File: src/rtl/ysyx_041461_if_ctrl.sv
// ---------------------------------------------------------------------------
// ysyx_041461_if_ctrl -- instruction-fetch sequencer
//
// Controls the PC register and the instruction-memory port. For each PC value
// it issues one request (ireq_*), takes one response (irsp_*), and holds the
// instruction for ID (inst_*). It arbitrates redirects against sequential
// advance and drives the PC register's update strobe and source selects. A
// fetch that is in flight when a redirect arrives is dropped.
//
// Redirect priority: WB (MTVEC/MEPC) > ID (branch/jump) > sequential PC+4.
//
// Parameters
//   TIMEOUT_W    response-wait counter width; timeout after 2^TIMEOUT_W-1 cycles
//
// Ports
//   clk, rst     clock, synchronous active-high reset
//   redir_wb     WB redirect: 00 none, 01 MTVEC, 10 MEPC, 11 none
//   redir_id     ID redirect to the ID-computed next PC
//   ireq_valid   fetch request valid (address = current PC register value)
//   ireq_ready   memory accepts the request
//   irsp_valid   fetch response valid
//   irsp_inst    fetched instruction
//   irsp_ready   ready to take a response
//   inst_valid   instruction valid to ID
//   inst_out     held instruction
//   inst_ready   ID accepts the instruction
//   pc_enable    PC register update strobe, one cycle per update
//   pc_ctrl_id   PC select, ID path: 0 = PC+4, 1 = ID next PC
//   pc_ctrl_wb   PC select, WB path: same encoding as redir_wb
//   fetch_err    sticky response-timeout flag
//
// Optional feature (macro YSYX_041461_IFCTRL_PERF_EN)
//   perf_fetch   64-bit count of instructions handed to ID
//   perf_discard 64-bit count of dropped responses / held instructions
// ---------------------------------------------------------------------------
module ysyx_041461_if_ctrl #(
  parameter int TIMEOUT_W = 8
) (
  input  logic        clk,
  input  logic        rst,
  input  logic [1:0]  redir_wb,
  input  logic        redir_id,
  output logic        ireq_valid,
  input  logic        ireq_ready,
  input  logic        irsp_valid,
  input  logic [31:0] irsp_inst,
  output logic        irsp_ready,
  output logic        inst_valid,
  output logic [31:0] inst_out,
  input  logic        inst_ready,
  output logic        pc_enable,
  output logic        pc_ctrl_id,
  output logic [1:0]  pc_ctrl_wb,
  output logic        fetch_err
`ifdef YSYX_041461_IFCTRL_PERF_EN
  ,
  output logic [63:0] perf_fetch,
  output logic [63:0] perf_discard
`endif
);

  typedef enum logic [1:0] {
    S_IDLE = 2'd0,
    S_REQ  = 2'd1,
    S_WAIT = 2'd2,
    S_HOLD = 2'd3
  } state_e;

  localparam logic [TIMEOUT_W-1:0] TMO_LIMIT = '1;
  localparam logic [TIMEOUT_W-1:0] TMO_NEAR  = {{(TIMEOUT_W-1){1'b1}}, 1'b0};
  localparam logic [TIMEOUT_W-1:0] TMO_ONE   = {{(TIMEOUT_W-1){1'b0}}, 1'b1};

  state_e               state_q, state_d;

  // Pending redirect, remembered while a fetch is in flight.
  logic                 pend_valid;
  logic [1:0]           pend_wb;
  logic                 pend_id;
  // Set when the fetch in flight belongs to a PC that a redirect superseded.
  logic                 discard_q;
  logic [TIMEOUT_W-1:0] tmo_cnt;

  // Control strobes from the FSM to the datapath registers.
  logic                 capture_redir;
  logic                 take_inst;
  logic                 drop;
  logic                 start_wait;
  logic                 in_wait;

  // Redirect decode for this cycle (WB beats ID).
  logic                 wb_now;
  logic                 redir_now;
  logic [1:0]           now_wb;
  logic                 now_id;
  logic [1:0]           upd_wb;
  logic                 upd_id;

  assign wb_now    = (redir_wb == 2'b01) || (redir_wb == 2'b10);
  assign redir_now = wb_now || redir_id;
  assign now_wb    = wb_now ? redir_wb : 2'b00;
  assign now_id    = !wb_now && redir_id;

  // Update source: redirect this cycle, else pending redirect, else PC+4.
  assign upd_wb = redir_now ? now_wb : (pend_valid ? pend_wb : 2'b00);
  assign upd_id = redir_now ? now_id : (pend_valid && pend_id);

  // NOTE: every signal written here gets a default first, so no path through
  // the case statement can leave one unassigned and infer a latch.
  always_comb begin
    state_d       = state_q;
    ireq_valid    = 1'b0;
    irsp_ready    = 1'b0;
    inst_valid    = 1'b0;
    pc_enable     = 1'b0;
    capture_redir = 1'b0;
    take_inst     = 1'b0;
    drop          = 1'b0;
    start_wait    = 1'b0;
    in_wait       = 1'b0;

    // Outputs stay quiet while reset is held, whatever the old state was.
    if (!rst) begin
      unique case (state_q)
        S_IDLE: begin
          state_d   = S_REQ;
          pc_enable = redir_now;
        end

        S_REQ: begin
          ireq_valid    = 1'b1;
          capture_redir = redir_now;
          if (ireq_ready) begin
            state_d    = S_WAIT;
            start_wait = 1'b1;
          end
        end

        S_WAIT: begin
          irsp_ready = 1'b1;
          in_wait    = 1'b1;
          if (irsp_valid) begin
            if (discard_q || redir_now) begin
              drop      = 1'b1;
              pc_enable = 1'b1;
              state_d   = S_REQ;
            end else begin
              take_inst = 1'b1;
              state_d   = S_HOLD;
            end
          end else begin
            capture_redir = redir_now;
          end
        end

        S_HOLD: begin
          // A redirect retracts the offer in the same cycle, so ID never
          // consumes an instruction from the wrong path.
          inst_valid = !redir_now;
          if (redir_now) begin
            drop      = 1'b1;
            pc_enable = 1'b1;
            state_d   = S_REQ;
          end else if (inst_ready) begin
            pc_enable = 1'b1;
            state_d   = S_REQ;
          end
        end

        default: state_d = S_IDLE;
      endcase
    end
  end

  assign pc_ctrl_wb = pc_enable ? upd_wb : 2'b00;
  assign pc_ctrl_id = pc_enable && upd_id;

  // NOTE: sequential state uses non-blocking assignments so every register
  // samples pre-edge values, independent of statement order.
  always_ff @(posedge clk) begin
    if (rst) state_q <= S_IDLE;
    else     state_q <= state_d;
  end

  always_ff @(posedge clk) begin
    if (rst) begin
      pend_valid <= 1'b0;
      pend_wb    <= 2'b00;
      pend_id    <= 1'b0;
      discard_q  <= 1'b0;
      inst_out   <= 32'h0;
      tmo_cnt    <= '0;
      fetch_err  <= 1'b0;
    end else begin
      // Pending redirect: consumed by any update; a WB redirect replaces
      // anything, an ID redirect never displaces a pending WB redirect.
      if (pc_enable) begin
        pend_valid <= 1'b0;
        pend_wb    <= 2'b00;
        pend_id    <= 1'b0;
      end else if (capture_redir) begin
        if (wb_now) begin
          pend_valid <= 1'b1;
          pend_wb    <= redir_wb;
          pend_id    <= 1'b0;
        end else if (!(pend_valid && (pend_wb != 2'b00))) begin
          pend_valid <= 1'b1;
          pend_wb    <= 2'b00;
          pend_id    <= 1'b1;
        end
      end

      if (capture_redir) discard_q <= 1'b1;
      else if (drop)     discard_q <= 1'b0;

      if (take_inst) inst_out <= irsp_inst;

      // Wait counter saturates at its limit; the flag is raised on the edge
      // where the counter arrives there and is held until reset.
      if (start_wait) begin
        tmo_cnt <= '0;
      end else if (in_wait) begin
        if (tmo_cnt != TMO_LIMIT) tmo_cnt <= tmo_cnt + TMO_ONE;
        if (tmo_cnt == TMO_NEAR)  fetch_err <= 1'b1;
      end
    end
  end

`ifdef YSYX_041461_IFCTRL_PERF_EN
  always_ff @(posedge clk) begin
    if (rst) begin
      perf_fetch   <= 64'd0;
      perf_discard <= 64'd0;
    end else begin
      if (inst_valid && inst_ready) perf_fetch   <= perf_fetch + 64'd1;
      if (drop)                     perf_discard <= perf_discard + 64'd1;
    end
  end
`endif

endmodule
File: config.mk
export PLATFORM = sky130hd
export DESIGN_NAME = ysyx_041461_if_ctrl
export DESIGN_NICKNAME = d
export VERILOG_FILES = /design/src/rtl/ysyx_041461_if_ctrl.sv
export SDC_FILE = /design/constraint.sdc
export NUM_CORES = 1
export LEC_CHECK = 0
export BUFFER_PORTS_ARGS = -buffer_cell sky130_fd_sc_hd__buf_2
export CAP_MARGIN = 10
export CORE_MARGIN = 4
export CORE_UTILIZATION = 35
export DETAILED_ROUTE_END_ITERATION = 8
export PLACE_DENSITY_LB_ADDON = 0.25
export SETUP_SLACK_MARGIN = 0.1
export SYNTH_ARGS = -nofsm -noshare
export SYNTH_HDL_FRONTEND = slang
export SYNTH_SLANG_ARGS = --single-unit
File: constraint.sdc
create_clock -name clk -period 4.6 [get_ports clk]
set_input_delay 0.69 -clock clk [delete_from_list [all_inputs] [get_ports clk]]
set_output_delay 0.69 -clock clk [all_outputs]
set_load 0.005 [all_outputs]
==> flow_metrics.tcl <==
set metrics [dict create \
    cts-resized-gates 0 \
    cap_violations 0 \
    synth_cell_types 49 \
    hold_ws_ns 0.459 \
    syn-cell-area_sq_um 2340 \
    htree_num_levels 2 \
    crit_family "simple AND/OR/NAND/NOR gates" \
    cts_made_buffers 5 \
    finalWorstSetupSlack_ns 1.61 \
    dp.cells 404 \
    cts_tree "done" \
    cp.depth 8 \
    vias_per_cell 4.59 \
    rsz0062_at_grt "no" \
    netlist_instances 260 \
    startpoint_type "primary input" \
    ys_seq_area_share_pct 41.1 \
    hold_depth 2 \
    place_ws_ns 1.60 \
    io_pins 80 \
    vias 1882 \
    nets 383 \
    drc_errors 0 \
    setup_viol 0 \
    synth_common_cells "dfxtp_1 (48), inv_1 (39), nand3_1 (34)" \
    clkPwrFrac_pct 34.5 \
    pwr-share-seq_pct 52.1 \
    avgRoutedWirePerCell_um 11.2 \
    ys_ff_latch 48 \
    critPathSlowestCell "ha_1" \
    cp_slowest_stage_delay_ns 0.36 \
    crit_required_ns 3.91 \
    numClockSinks 48 \
    path_cells "buf_2 -> inv_1 -> ha_1 -> nand2b_1 -> o21ai_1 -> a31oi_4 -> and4bb_1 -> buf_2" \
    gr-total-overflow 0 \
    coreArea_sq_um 6420 \
    numPortBuffers 79 \
    yosysTopAreaCell "dfxtp_1" \
    combPwrFrac_pct 13.4 \
    die_h_um 89.7 \
    period_needed_ns 2.99 \
    critPathBufInv 3 \
    p_per_area_nw_per_um2 291 \
    critPathKind "in -> out" \
    cts-root-buf "clkbuf_8" \
    intPower_mw 0.630 \
    yosysMostFrequentCell "dfxtp_1" \
    finalMaxSlewViolations 0 \
    synthTopCellsByArea "dfxtp_1 (41%), nand3_1 (7.3%), o21ai_2 (6.7%)" \
    p_leak_nw 1.38 \
    drive_above_1_share_pct 35.7 \
    syn_avg_cell_area_sq_um 8.99 \
    grt_pass1_wl_um 8160 \
    final_hold_viol_count 0 \
    yosysWarnings 0 \
    path_clk_slew_ns 0.08 \
    crit_path_end_kind "output port" \
    r2r_cells 6 \
    max_freq_ghz 0.335 \
    cpMostUsedCell "buf_2" \
    post_cts_buffers 0 \
    mappedNetlistNets 309 \
    antenna_left 0 \
    tightest_slew_ns 0.781 \
    cts_buffer_depth 2 \
    synthFlopType "dfxtp_1" \
    dieArea_sq_um 8050 \
    outcome "complete, no violations" \
    grt_max_degree 65 \
    rows 29 \
    diodes 0 \
    dieWidth_um 89.7 \
    p_sw_mw 0.197 \
    clock_latency_ns 0.29 \
    vdd_drop_max_mv 0.128 \
    relSlewSlack_pct 47.9 \
    postCtsHoldBufs 0 \
    dr.pass1.iters 4 \
    synth_top_area_share_pct 41.1 \
    grt_pass1_vias 1854 \
    drt_iter0_markers 58 \
    start_util_pct 36.4 \
    skew_ns 0.00659 \
    gp_congestion 0.743 \
    final_cells 410 \
    grt_usage_pct 11.6 \
    final.setup.tns_ns 0 \
    synth_async_sr_flop_share_pct 0 \
    swShare_pct 23.8 \
    period_share_pct 65.0 \
    antenna_found_initial 0 \
    synth-edff-count 0 \
    drt_wl_total_um 4590 \
    hpwl_um 3360 \
    crit_arrival_ns 2.30 \
    syn2layout_area_growth_pct 21.3 \
    utilization_pct 44.2 \
    hold_path_class "reg -> reg" \
    worst-path-max-fanout 9 \
]
==> kinds of logic after synthesis <==
logic type	Yosys count	synth area share, %
and+or+nand+nor	89	22.8
xor gates and xnor gates	4	1.50
DFF	48	41.1
muxes	4	1.71
buffers and inverters	53	10.7
AOI/OAI and AO/OA	53	17.4
adders and majority gates	9	4.82
==> area by class of cell <==
class / count / area [sq um]
clock buffers: 5 / 68.8
clock inverters: 1 / 30.0
fillers: 645 / 3590
inverters: 40 / 150
multi-input cells: 159 / 1130
flip-flops and latches: 48 / 961
well taps: 77 / 96.3
repair buffers: 80 / 403
==> worst reg2reg max path: stages (launching register included) <==
cell and delay [ns]:
dfxtp_1 0.36, inv_1 0.10, ha_1 0.36, nor2b_4 0.27, nand3_4 0.56, nand3_1 0.37, o21ai_2 0.07
==> layer usage <==
layer	track usage [%]	up-vias	routed length (um)
met2	19.3	45	2070
met1	14.4	821	2180
met5	0	-	0
met3	4.17	2	321
met4	2.68	0	17
li1	-	1014	-
==> through the flow <==
step           instance area [sq um]  total power, mW
2_1_floorplan                   2340            0.516
3_3_place_gp                    2740            0.552
3_5_place_dp                    2740            0.553
4_1_cts                         2840            0.843
5_1_grt                         2840            0.872
6_report                        2840            0.827
==> worst paths after layout <==
kind,from,endpoint,slack [ns]
max reg2reg,state_q[0]$_SDFFE_PP0P_,inst_out[29]$_SDFFE_PP0P_,2.39
min,inst_out[8]$_SDFFE_PP0P_,inst_out[8]$_SDFFE_PP0P_,0.46
max,redir_wb[0],pc_ctrl_id,1.61
min reg2reg,inst_out[8]$_SDFFE_PP0P_,inst_out[8]$_SDFFE_PP0P_,0.46
==> state kept, by name, indices dropped and copies added (netlist names) <==
signal      cells
discard_q       1
pend_valid      1
fetch_err       1
state_q         2
inst_out       32
pend_wb         2
pend_id         1
tmo_cnt         8
==> placed cells by master (no fill, tap or decap), types with 2 or more instances in the layout <==
master,count
nor3_1,4
nand2b_1,2
ha_1,9
a211oi_1,2
nand2_1,11
buf_2,79
nor2_1,13
nor2b_1,3
o21ai_0,2
inv_1,39
and3_1,2
clkbuf_8,5
mux2i_1,4
o21ai_2,18
a21oi_1,7
a21o_1,2
dfxtp_1,48
o21ai_1,15
nor3b_2,3
nand4_1,2
xnor2_1,3
nand3_1,34
==> power groups by stage <==
stage	sequential, mW	combinational (mW)	clock (mW)
floorplan	0.439	0.0775	0
global placement	0.440	0.112	0
detailed placement	0.440	0.113	0
CTS	0.431	0.113	0.299
global route	0.432	0.126	0.314
finish	0.430	0.111	0.285
Power figures use the tool's default switching activity.
